==> src/rtl/uart_rx_fifo.sv <==
// uart_rx_fifo
// Receive-side byte FIFO that sits behind a UART receiver. Bytes arrive as
// one-cycle rx_valid strobes and are drained through a valid/ready port.
// Bytes that arrive while the FIFO is full and not draining are dropped.
// A sticky overflow flag and a saturating drop counter record those losses.
// Occupancy is tracked by an explicit counter, so full and empty never
// depend on comparing the two pointers.
module uart_rx_fifo #(
    parameter int BYTESIZES = 8,
    parameter int DEPTH     = 16,
    parameter int THRESHOLD = 12
) (
    input  logic                       clock,
    input  logic                       nreset,
    input  logic                       rx_valid,
    input  logic [BYTESIZES-1:0]       rx_data,
    output logic                       out_valid,
    input  logic                       out_ready,
    output logic [BYTESIZES-1:0]       out_data,
    input  logic                       flush,
    input  logic                       clear_overflow,
    output logic [$clog2(DEPTH):0]     count,
    output logic                       almost_full,
    output logic                       overflow,
    output logic [7:0]                 drop_count
);

    localparam int AW = $clog2(DEPTH);
    localparam int CW = AW + 1;

    localparam logic [CW-1:0] FULL_LEVEL  = CW'(DEPTH);
    localparam logic [CW-1:0] AFULL_LEVEL = CW'(THRESHOLD);
    localparam logic [7:0]    DROP_MAX    = 8'hFF;

    // Registered state
    logic [AW-1:0] wr_ptr_reg, wr_ptr_next;
    logic [AW-1:0] rd_ptr_reg, rd_ptr_next;
    logic [CW-1:0] count_reg, count_next;
    logic          overflow_reg, overflow_next;
    logic [7:0]    drop_count_reg, drop_count_next;

    // Storage, flattened so each entry can be driven from its own generate
    // block and still be indexed by the read pointer.
    logic [DEPTH-1:0][BYTESIZES-1:0] mem_flat;

    // Per-cycle handshake decode
    logic push;
    logic pop;
    logic full;
    logic wr_en;
    logic rd_en;
    logic drop;

    assign push = rx_valid;
    assign pop  = out_valid & out_ready;
    assign full = (count_reg == FULL_LEVEL);

    // Full with a simultaneous pop still accepts the byte; the slot freed
    // by the pop takes it. Flush cancels both sides, and a byte presented
    // during a flush is simply discarded rather than treated as a drop.
    assign wr_en = push & (~full | pop) & ~flush;
    assign rd_en = pop & ~flush;
    assign drop  = push & full & ~pop & ~flush;

    // Next-state computation for pointers, occupancy and loss tracking
    always_comb begin
        wr_ptr_next     = wr_ptr_reg;
        rd_ptr_next     = rd_ptr_reg;
        count_next      = count_reg;
        overflow_next   = overflow_reg;
        drop_count_next = drop_count_reg;

        if (wr_en) begin
            wr_ptr_next = wr_ptr_reg + AW'(1);
        end

        if (flush) begin
            rd_ptr_next = wr_ptr_reg;
            count_next  = '0;
        end else begin
            if (rd_en) begin
                rd_ptr_next = rd_ptr_reg + AW'(1);
            end
            if (wr_en && !rd_en) begin
                count_next = count_reg + CW'(1);
            end else if (rd_en && !wr_en) begin
                count_next = count_reg - CW'(1);
            end
        end

        // A drop in the same cycle as a clear wins, so that loss is never
        // hidden by a clear that the software issued slightly too late.
        if (clear_overflow) begin
            overflow_next   = drop;
            drop_count_next = drop ? 8'd1 : 8'd0;
        end else if (drop) begin
            overflow_next = 1'b1;
            if (drop_count_reg != DROP_MAX) begin
                drop_count_next = drop_count_reg + 8'd1;
            end
        end
    end

    // Control state registers
    always_ff @(posedge clock or negedge nreset) begin
        if (!nreset) begin
            wr_ptr_reg     <= '0;
            rd_ptr_reg     <= '0;
            count_reg      <= '0;
            overflow_reg   <= 1'b0;
            drop_count_reg <= 8'd0;
        end else begin
            wr_ptr_reg     <= wr_ptr_next;
            rd_ptr_reg     <= rd_ptr_next;
            count_reg      <= count_next;
            overflow_reg   <= overflow_next;
            drop_count_reg <= drop_count_next;
        end
    end

    // One register per entry: every entry must clear on reset, so the
    // storage is built from resettable flops instead of a RAM macro.
    generate
        for (genvar gi = 0; gi < DEPTH; gi++) begin : gen_entry
            localparam logic [AW-1:0] ENTRY_IDX = AW'(gi);

            logic [BYTESIZES-1:0] entry_reg;

            // Capture the incoming byte when this entry is the write target
            always_ff @(posedge clock or negedge nreset) begin
                if (!nreset) begin
                    entry_reg <= '0;
                end else if (wr_en && (wr_ptr_reg == ENTRY_IDX)) begin
                    entry_reg <= rx_data;
                end
            end

            assign mem_flat[gi] = entry_reg;
        end
    endgenerate

    // Outputs are all taken from registered state
    assign out_valid   = (count_reg != '0);
    assign out_data    = mem_flat[rd_ptr_reg];
    assign count       = count_reg;
    assign almost_full = (count_reg >= AFULL_LEVEL);
    assign overflow    = overflow_reg;
    assign drop_count  = drop_count_reg;

endmodule

==> config.mk <==
export PLATFORM = sky130hd
export DESIGN_NAME = uart_rx_fifo
export DESIGN_NICKNAME = d
export VERILOG_FILES = /design/src/rtl/uart_rx_fifo.sv
export SDC_FILE = /design/constraint.sdc
export NUM_CORES = 1
export LEC_CHECK = 0
export BUFFER_PORTS_ARGS = -buffer_cell sky130_fd_sc_hd__buf_2
export CORE_ASPECT_RATIO = 1.1
export CORE_MARGIN = 4
export CORE_UTILIZATION = 30
export CTS_CLUSTER_SIZE = 14
export DETAILED_ROUTE_END_ITERATION = 8
export SLEW_MARGIN = 5
export SYNTH_ARGS = -nofsm -noshare
export SYNTH_HDL_FRONTEND = slang
export SYNTH_SLANG_ARGS = --single-unit
==> constraint.sdc <==
create_clock -name clock -period 3.1 [get_ports clock]
set_input_delay 0.31 -clock clock [delete_from_list [all_inputs] [get_ports clock]]
set_output_delay 0.31 -clock clock [all_outputs]
set_load 0.02 [all_outputs]
==> impl_metrics.toml, run 1 <==
[run_status]
outcome = "finished clean"

[timing]
worst_slack_ns = 0.212
tightest_slew_ns = 0.832
relSlewSlack_pct = 44.4
finalSetupViolCount = 0
drv_slew = 0
rsz0062_at_grt = "no"
setup_tns_ns = 0
fin_skew_ns = 0.00927
period_share_pct = 93.2
max_freq_ghz = 0.346
finalCriticalPeriod_ns = 2.89
hold_ws_ns = 0.182
final_hold_viol_count = 0

[critical_path]
cp.arrival_ns = 3.19
worstSetupPathType = "reg2reg"
worstPathRequired_ns = 3.40
reg2reg_depth = 8
end_kind = "register"
critPathMaxFanout = 8
cp_num_buf_inv = 0
crit_family = "compound AO/OA/AOI/OAI gates"
start_kind = "register"
slowest_delay_ns = 0.66
r2r-end = "count[4]$_DFFE_PN0P_"
r2r-start = "count[1]$_DFFE_PN0P_"
rrSetupSlack_ns = 0.21
worstPathCellList = "or4_4 -> o21ai_0 -> nand2_1 -> fa_1 -> a211o_1 -> o21a_1 -> o211ai_1 -> a31oi_1"
slowest_stage = "or4_4"

[drt]
wl_per_cell_um = 18.7
via_count = 4367
antenna_left = 0
wirelength_um = 16200
dr.pass1.iters = 4
drt_iter0_markers = 318
route.detailed.drc = 0
viasPerCell = 5.05

[place]
dp_hpwl_um = 10900
pre_cts_slack_ns = 0.222
postPlaceCellArea_um2 = 7880
gp_congestion = 0.795
numPortBuffers = 37
dp_cells = 831

[synthesis]
synth_fp_nets = 533
yosysWarnings = 0
syn_area_um2 = 7340
synth.avg_cell_area_um2 = 14.5
synth_top_family_by_area = "multiplexers"
yosys.area_share.adder_pct = 1.98
synth_edf_count = 0
synth-seq-cells = 150
ys_types = 52
synthSimpleGateAreaFrac_pct = 6.15
netlist_instances = 508
synth-compound-area-share_pct = 5.88
ys_seq_area_share_pct = 51.1
synthMuxAreaShare_pct = 31.4
synthXorXnorAreaFrac_pct = 0.835
synthArstFlopShare_pct = 100
ys.flop_type = "dfrtp_1"

[global_route]
grt_max_degree = 59
grt_pass1_vias = 4695
antenna_found_initial = 0
grt_overflow = 0
grt_usage_pct = 12.4
grt_first_pass_wirelength_um = 25900

[job]
drv_cap = 0

[floorplanning]
die_h_um = 172
ioPinCount = 38
core_um2 = 23800
row_count = 59
dieArea_um2 = 27000
start_util_pct = 30.8
die_w_um = 157

[clock_tree]
cts_root_buffer = "clkbuf_16"
insertion_delay_ns = 0.43
cts_buffers = 17
clk_transition_reported_paths_ns = 0.07
cts_resized = 0
clk_path_buf_depth = 2
clock-sinks = 150
htree_levels = 4
cts_tree = "yes"

[power_and_ir_drop]
power_frac_clock_pct = 27.0
pwr-share-comb_pct = 36.5
switchingPower_mw = 2.87
switching_share_pct = 32.8
p_leak_nw = 3.87
power_density_nw_per_um2 = 1020
power_mw = 8.74
p_seq_share_pct = 36.5
vdd_drop_max_uv = 363
p_int_mw = 5.88

[final_layout]
area_delta_synth_final_pct = 16.7
finalInstanceArea_um2 = 8570
antenna_cells = 0
final_common_cell = "dfrtp_1"
fin_cells = 864
mostFrequentLayoutCells = "dfrtp_1 (149), mux2_2 (100), buf_2 (36)"
drive_gt1_share_pct = 46.5
nNetsFinal = 571
largest_reg_flops = 128
post-route-util_pct = 36.0

[min_path]
hold_path_depth = 2
min_to = "drop_count[7]$_DFFE_PN0P_"
min_from = "clear_overflow"
min_path_type = "in2reg"
-- cell type report --
type | count | area [µm²]
clock buffers | 18 | 439
repair buffers | 52 | 332
flip-flops and latches | 150 | 3750
multi-input cells | 317 | 3390
well taps | 305 | 382
inverters | 8 | 30.0
clock inverters | 14 | 241
fillers | 2230 | 15300
-- worst max path at each step --
stage                         startpoint                    to  cells after the start
floorplan           count[1]$_DFFE_PN0P_  count[4]$_DFFE_PN0P_                      9
global placement    count[1]$_DFFE_PN0P_  count[4]$_DFFE_PN0P_                      8
detailed placement  count[1]$_DFFE_PN0P_  count[4]$_DFFE_PN0P_                      8
CTS                 count[1]$_DFFE_PN0P_  count[4]$_DFFE_PN0P_                      8
global route        count[1]$_DFFE_PN0P_  count[4]$_DFFE_PN0P_                      8
finish              count[1]$_DFFE_PN0P_  count[4]$_DFFE_PN0P_                      8
-- cell usage after synthesis (2+ instances only) --
cell type / n / share of area, %
clkbuf_1: 20 / 1.0
a21oi_1: 7 / 0.48
o21bai_1: 2 / 0.20
buf_6: 4 / 0.61
inv_1: 8 / 0.41
buf_1: 2 / 0.10
xnor2_1: 4 / 0.48
and3_1: 2 / 0.17
o41ai_1: 2 / 0.24
nand2_1: 16 / 0.82
nor2b_1: 7 / 0.60
o211ai_1: 5 / 0.51
mux2i_1: 3 / 0.41
nand3_1: 8 / 0.55
o211ai_2: 2 / 0.34
o211ai_4: 2 / 0.58
and2_1: 3 / 0.26
nand2b_1: 5 / 0.43
mux2_1: 6 / 0.92
or4_1: 3 / 0.31
nor2_2: 12 / 1.0
ha_1: 10 / 1.7
or3_1: 6 / 0.51
mux4_2: 32 / 9.8
dfrtp_1: 150 / 51
a22oi_1: 16 / 1.6
xor2_1: 3 / 0.36
o31ai_1: 3 / 0.31
mux2_2: 100 / 15
mux2_4: 24 / 4.9
buf_2: 5 / 0.34
nand4_1: 6 / 0.51
nor2_1: 5 / 0.26
o21ai_0: 7 / 0.48
-- routing by layer --
metal / track usage (%) / vias up / share of wire [%]
met1: 15.7 / 2306 / 43
met4: 4.26 / 0 / 1.9
met5: 0 / - / 0
li1: - / 1972 / -
met2: 21.4 / 67 / 52
met3: 2.23 / 22 / 3.2
-- cells by family (layout without fill, tap and decap cells) --
group	Yosys count	count (layout)
AOI/OAI and AO/OA	56	56
muxes	165	165
and+or+nand+nor	78	78
buffers and inverters	41	92
DFF	150	150
adders and majority gates	11	11
xor gates and xnor gates	7	7
-- timing repair --
item                       4_1_cts  5_1_grt
hold buffers                     1        0
hold endpoints to repair        52        0
buffers inserted                 0        0
setup endpoints to repair        0        0
-- power groups by stage --
stage          logic [mW]  registers, mW  clock network [mW]
2_1_floorplan        2.48           3.08                   0
3_5_place_dp         3.22           3.23                   0
5_1_grt              3.45           3.29                2.49
4_1_cts              3.23           3.20                2.40
3_3_place_gp         3.13           3.15                   0
6_report             3.19           3.19                2.36
-- worst reg2reg max path, stage by stage (launching register included) --
cell	delay [ns]
dfrtp_1	0.48
or4_4	0.66
o21ai_0	0.24
nand2_1	0.21
fa_1	0.46
a211o_1	0.33
o21a_1	0.14
o211ai_1	0.16
a31oi_1	0.11
(Power assumes the default switching activity.)
==> run 2: changes to the inputs <==
Settings changed: CELL_PAD_IN_SITES_DETAIL_PLACEMENT set to 0, CELL_PAD_IN_SITES_GLOBAL_PLACEMENT set to 1, PLACE_DENSITY_LB_ADDON set to 0.1.
Clock period 3.1 ns to 3 ns, I/O delays scaled along.
==> run 2 against run 1 <==
  * Count of clock-buffer cells in the layout unchanged
  * Worst setup slack got worse by 0.032 ns
  * Power increased by 1.3%
  * Sequential power increased by 3%
  * Clock skew about the same
  * Core utilization decreased by 0.13 points
  * Wire length increased by 7.3%
  * Cell count increased by 0.69%
  * Via count decreased by 0.37%
  * Die area unchanged
  * Clock power decreased by 8.5%
  * Largest cell class unchanged
  * Largest power group is now combinational cells
==> impl_metrics.toml, run 2 (same netlist as run 1, synthesis figures left out) <==
[drt]
dr.pass1.iters = 4
viasPerCell = 5.00
drt_iter0_markers = 171
wl_per_cell_um = 20.0
antenna_left = 0
wirelength_um = 17400
route.detailed.drc = 0
via_count = 4351

[place]
dp_hpwl_um = 11700
numPortBuffers = 37
dp_cells = 837
pre_cts_slack_ns = 0.354
gp_congestion = 0.771

[floorplanning]
die_w_um = 157
dieArea_um2 = 27000
start_util_pct = 30.8
die_h_um = 172
core_um2 = 23800
ioPinCount = 38
row_count = 59

[final_layout]
fin_cells = 870
area.sequential_um2 = 3750
final_common_cell = "dfrtp_1"
nFillCells = 2284
largest_reg_flops = 128
area_delta_synth_final_pct = 16.3
multi_input_area_um2 = 3390
nNetsFinal = 577
drive_gt1_share_pct = 47.1
mostFrequentLayoutCells = "dfrtp_1 (149), mux2_2 (100), buf_2 (36)"
antenna_cells = 0

[timing]
finalSetupViolCount = 0
worst_slack_ns = 0.180
period_share_pct = 94.0
relSlewSlack_pct = 53.1
tightest_slew_ns = 0.703
rsz0062_at_grt = "no"
final_hold_viol_count = 0
drv_slew = 0
fin_skew_ns = 0.00945
setup_tns_ns = 0
finalCriticalPeriod_ns = 2.82
max_freq_ghz = 0.355

[critical_path]
worstSetupPathType = "reg2out"
slowest_delay_ns = 0.63
cp_num_buf_inv = 2
end_kind = "output port"
critPathMaxFanout = 12
worstPathCellList = "buf_12 -> mux4_2 -> a22oi_1 -> nand2_1 -> buf_2"
slowest_stage = "dfrtp_2"
cp.arrival_ns = 2.52
worstPathRequired_ns = 2.70
crit_family = "flip-flops"
start_kind = "register"

[run_status]
outcome = "finished clean"

[clock_tree]
clk_path_buf_depth = 2
insertion_delay_ns = 0.43
clk_transition_reported_paths_ns = 0.07
clock-sinks = 150
htree_levels = 4
cts_resized = 0
cts_tree = "yes"
cts_buffers = 17
cts_root_buffer = "clkbuf_16"

[power_and_ir_drop]
power_density_nw_per_um2 = 1040
power_mw = 8.86
p_leak_nw = 3.86
vdd_drop_max_uv = 395

[job]
drv_cap = 0

[global_route]
grt_pass1_vias = 4602
antenna_found_initial = 0
grt_max_degree = 61
grt_usage_pct = 13.7
grt_overflow = 0
grt_first_pass_wirelength_um = 28000

[min_path]
min_path_type = "in2reg"
run 2: cell types whose count changed in the layout (fill, tap and decap cells not counted), sizes merged:
cell,before,now
clkinvlp,0,1
bufinv,5,1
buf,51,57
inv,13,16
run 2: layer usage:
metal  track usage [%]  wire length, µm  vias up
met4              4.08              195        0
met5                 0                0        -
met3              2.55              455       14
li1                  -                -     1998
met1              19.9             8620     2290
met2              21.1             8110       49
run 2: worst paths after layout:
path	slack (ns)	startpoint	depth (start not counted)	endpoint
setup / recovery	0.18	rd_ptr_reg[0]$_DFFE_PN0P_	5	out_data[5]
hold / removal	0.19	rx_valid	3	count[4]$_DFFE_PN0P_
setup reg to reg	0.36	count[3]$_DFFE_PN0P_	8	count[4]$_DFFE_PN0P_
hold reg to reg	0.49	gen_entry[2].entry_reg[5]$_DFFE_PN0P_	1	gen_entry[2].entry_reg[5]$_DFFE_PN0P_
max in group asynchronous	1.80	nreset	3	gen_entry[10].entry_reg[5]$_DFFE_PN0P_
min in group asynchronous	0.43	nreset	2	drop_count[6]$_DFFE_PN0P_
run 2: layout make-up:
class / count / share of cell area, %
multi-input combinational: 317 / 39.7
tap: 305 / 4.47
inverter: 8 / 0.351
sequential: 150 / 44.0
clock inverter: 14 / 1.80
timing repair buffer: 58 / 4.55
clock buffer: 18 / 5.14
run 2: tightest hold or removal path: cells and delay by family:
kind            cells  cell delay, ns
buf+inv             1            0.12
compound gates      1            0.08
simple gates        1            0.06
run 2: metrics by stage:
stage	hold slack [ns]	util (%)	instance area, µm²
after floorplan	0.00441	-	7340
after global placement	0.338	33.3	7940
after CTS	0.170	35.8	8540
final	0.187	35.8	8540
after detailed placement	0.339	33.3	7940
after global routing	0.198	35.8	8540
run 2: report_power, final:
part / total [mW] / switching, mW / internal [mW]
registers: 3.30 / 0.499 / 2.80
logic: 3.40 / 1.59 / 1.81
clock network: 2.16 / 0.957 / 1.20
run 2: what timing repair did:
action                                 4_1_cts  5_1_grt
endpoints found under the hold margin       57        0
hold buffers                                 1        0
setup buffers                                0        0
==> run 3: changes to the inputs <==
Settings changed: CTS_BUF_LIST set to sky130_fd_sc_hd__clkbuf_2, REMOVE_ABC_BUFFERS set to 1.
==> run 3 against run 2 <==
  * Hold slack worse by 0.096 ns
  * Worst setup slack better by 0.019 ns
  * Register-to-register slack worse by 0.07 ns
  * Die area unchanged
  * Critical endpoint is now out_data[3]
==> impl_metrics.toml, run 3 (same netlist as run 1, synthesis figures left out) <==
[clock_tree]
cts_buffers = 17
insertion_delay_ns = 0.70
clk_path_buf_depth = 2
cts_root_buffer = "clkbuf_2"
clock-sinks = 150
clk_transition_reported_paths_ns = 0.21
cts_tree = "yes"
htree_levels = 4

[final_layout]
mostFrequentLayoutCells = "dfrtp_1 (149), mux2_2 (100), buf_2 (36)"
largest_reg_flops = 128
fin_cells = 880
nNetsFinal = 587
final_common_cell = "dfrtp_1"
area.sequential_um2 = 3760
nFillCells = 2371
post-route-util_pct = 34.7
drive_gt1_share_pct = 45.6
multi_input_area_um2 = 3400
area_delta_synth_final_pct = 12.6

[floorplanning]
row_count = 59
dieArea_um2 = 27000
die_w_um = 157
core_um2 = 23800
start_util_pct = 30.8
ioPinCount = 38
die_h_um = 172

[critical_path]
critPathMaxFanout = 14
crit_family = "multiplexers"
worstPathRequired_ns = 2.70
cp.depth = 5
start_kind = "register"
cp.arrival_ns = 2.50
cp_num_buf_inv = 2
slowest_delay_ns = 0.53
r2r-start = "count[3]$_DFFE_PN0P_"
rrSetupSlack_ns = 0.29
slowest_stage = "mux4_2"
end_kind = "output port"
cp-endpoint = "out_data[3]"
worstPathCellList = "buf_12 -> mux4_2 -> a22oi_1 -> nand2_1 -> buf_2"
worstSetupPathType = "reg2out"
reg2reg_depth = 8
r2r-end = "count[4]$_DFFE_PN0P_"
cp-startpoint = "rd_ptr_reg[0]$_DFFE_PN0P_"

[drt]
viasPerCell = 4.99
drt_iter0_markers = 106
dr.pass1.iters = 4
route.detailed.drc = 0
via_count = 4394
wl_per_cell_um = 19.9
wirelength_um = 17500
antenna_left = 0

[place]
dp_cells = 837
gp_congestion = 0.744
pre_cts_slack_ns = 0.288
dp_hpwl_um = 12100
numPortBuffers = 37

[min_path]
min_path_type = "in2reg"
min_from = "rx_data[7]"

[timing]
period_share_pct = 93.4
max_freq_ghz = 0.357
drv_slew = 0
worst_slack_ns = 0.199
finalCriticalPeriod_ns = 2.80
tightest_slew_ns = 0.746
final_hold_viol_count = 0
relSlewSlack_pct = 50.2
fin_skew_ns = 0.0432
finalSetupViolCount = 0
rsz0062_at_grt = "yes"

[power_and_ir_drop]
vdd_drop_max_uv = 421
power_density_nw_per_um2 = 944
p_leak_nw = 3.74

[global_route]
grt_max_degree = 63
grt_overflow = 0
antenna_found_initial = 1
grt_pass1_vias = 4817
grt_usage_pct = 13.8
grt_first_pass_wirelength_um = 28400

[job]
drv_cap = 0

[run_status]
outcome = "finished clean"
run 3: layout make-up:
class | instances | area share (%)
sequential | 150 | 45.4
multi-input combinational | 317 | 41.1
timing repair buffer | 68 | 5.93
tap | 305 | 4.61
clock inverter | 12 | 1.36
clock buffer | 19 | 1.15
inverter | 8 | 0.363
antenna | 1 | 0.0303
run 3: worst reg2reg max path, cell delays in order (launching register included):
cell     delay (ns)
dfrtp_1        0.52
or4_4          0.52
o21ai_0        0.22
nand2_1        0.20
fa_1           0.45
a211o_1        0.32
o21a_1         0.13
o22a_1         0.17
a31oi_1        0.13
run 3: how the worst min path moves through the flow:
stage | slack [ns] | to | depth (start not counted)
floorplan | 0.004 | count[0]$_DFFE_PN0P_ | 0
global placement | 0.34 | gen_entry[3].entry_reg[6]$_DFFE_PN0P_ | 1
detailed placement | 0.34 | gen_entry[1].entry_reg[1]$_DFFE_PN0P_ | 1
finish | 0.09 | gen_entry[12].entry_reg[7]$_DFFE_PN0P_ | 2
global route | 0.001 | gen_entry[7].entry_reg[0]$_DFFE_PN0P_ | 2
CTS | 0.004 | gen_entry[3].entry_reg[7]$_DFFE_PN0P_ | 2
run 3: metrics by stage:
step	power [mW]	setup TNS [ns]	cell area, µm²	hold slack (ns)
after global placement	6.74	0	7940	0.336
after CTS	7.95	0	8260	0.00417
after detailed placement	6.84	0	7940	0.336
after global routing	8.41	-0.0204	8270	0.00148
final	7.80	0	8270	0.0911
after floorplan	5.64	0	7180	0.00441
run 3: power breakdown:
group,internal [mW],leakage (nW),switching (mW)
clock,0.367,0.127,0.705
combinational,1.84,1.67,1.62
sequential,2.79,1.94,0.481
run 3: per-layer routing:
metal | vias to the layer above | global-route usage [%] | share of wire (%)
li1 | 2004 | - | -
met5 | - | 0 | 0
met3 | 13 | 2.83 | 2.6
met2 | 59 | 23.4 | 49
met4 | 0 | 3.14 | 0.98
met1 | 2318 | 18.5 | 47
run 3: repair_timing:
action,4_1_cts,5_1_grt
setup buffers,1,0
hold endpoints to repair,106,0
setup endpoints to repair,7,4
hold buffers,10,0
gates resized for setup,1,2
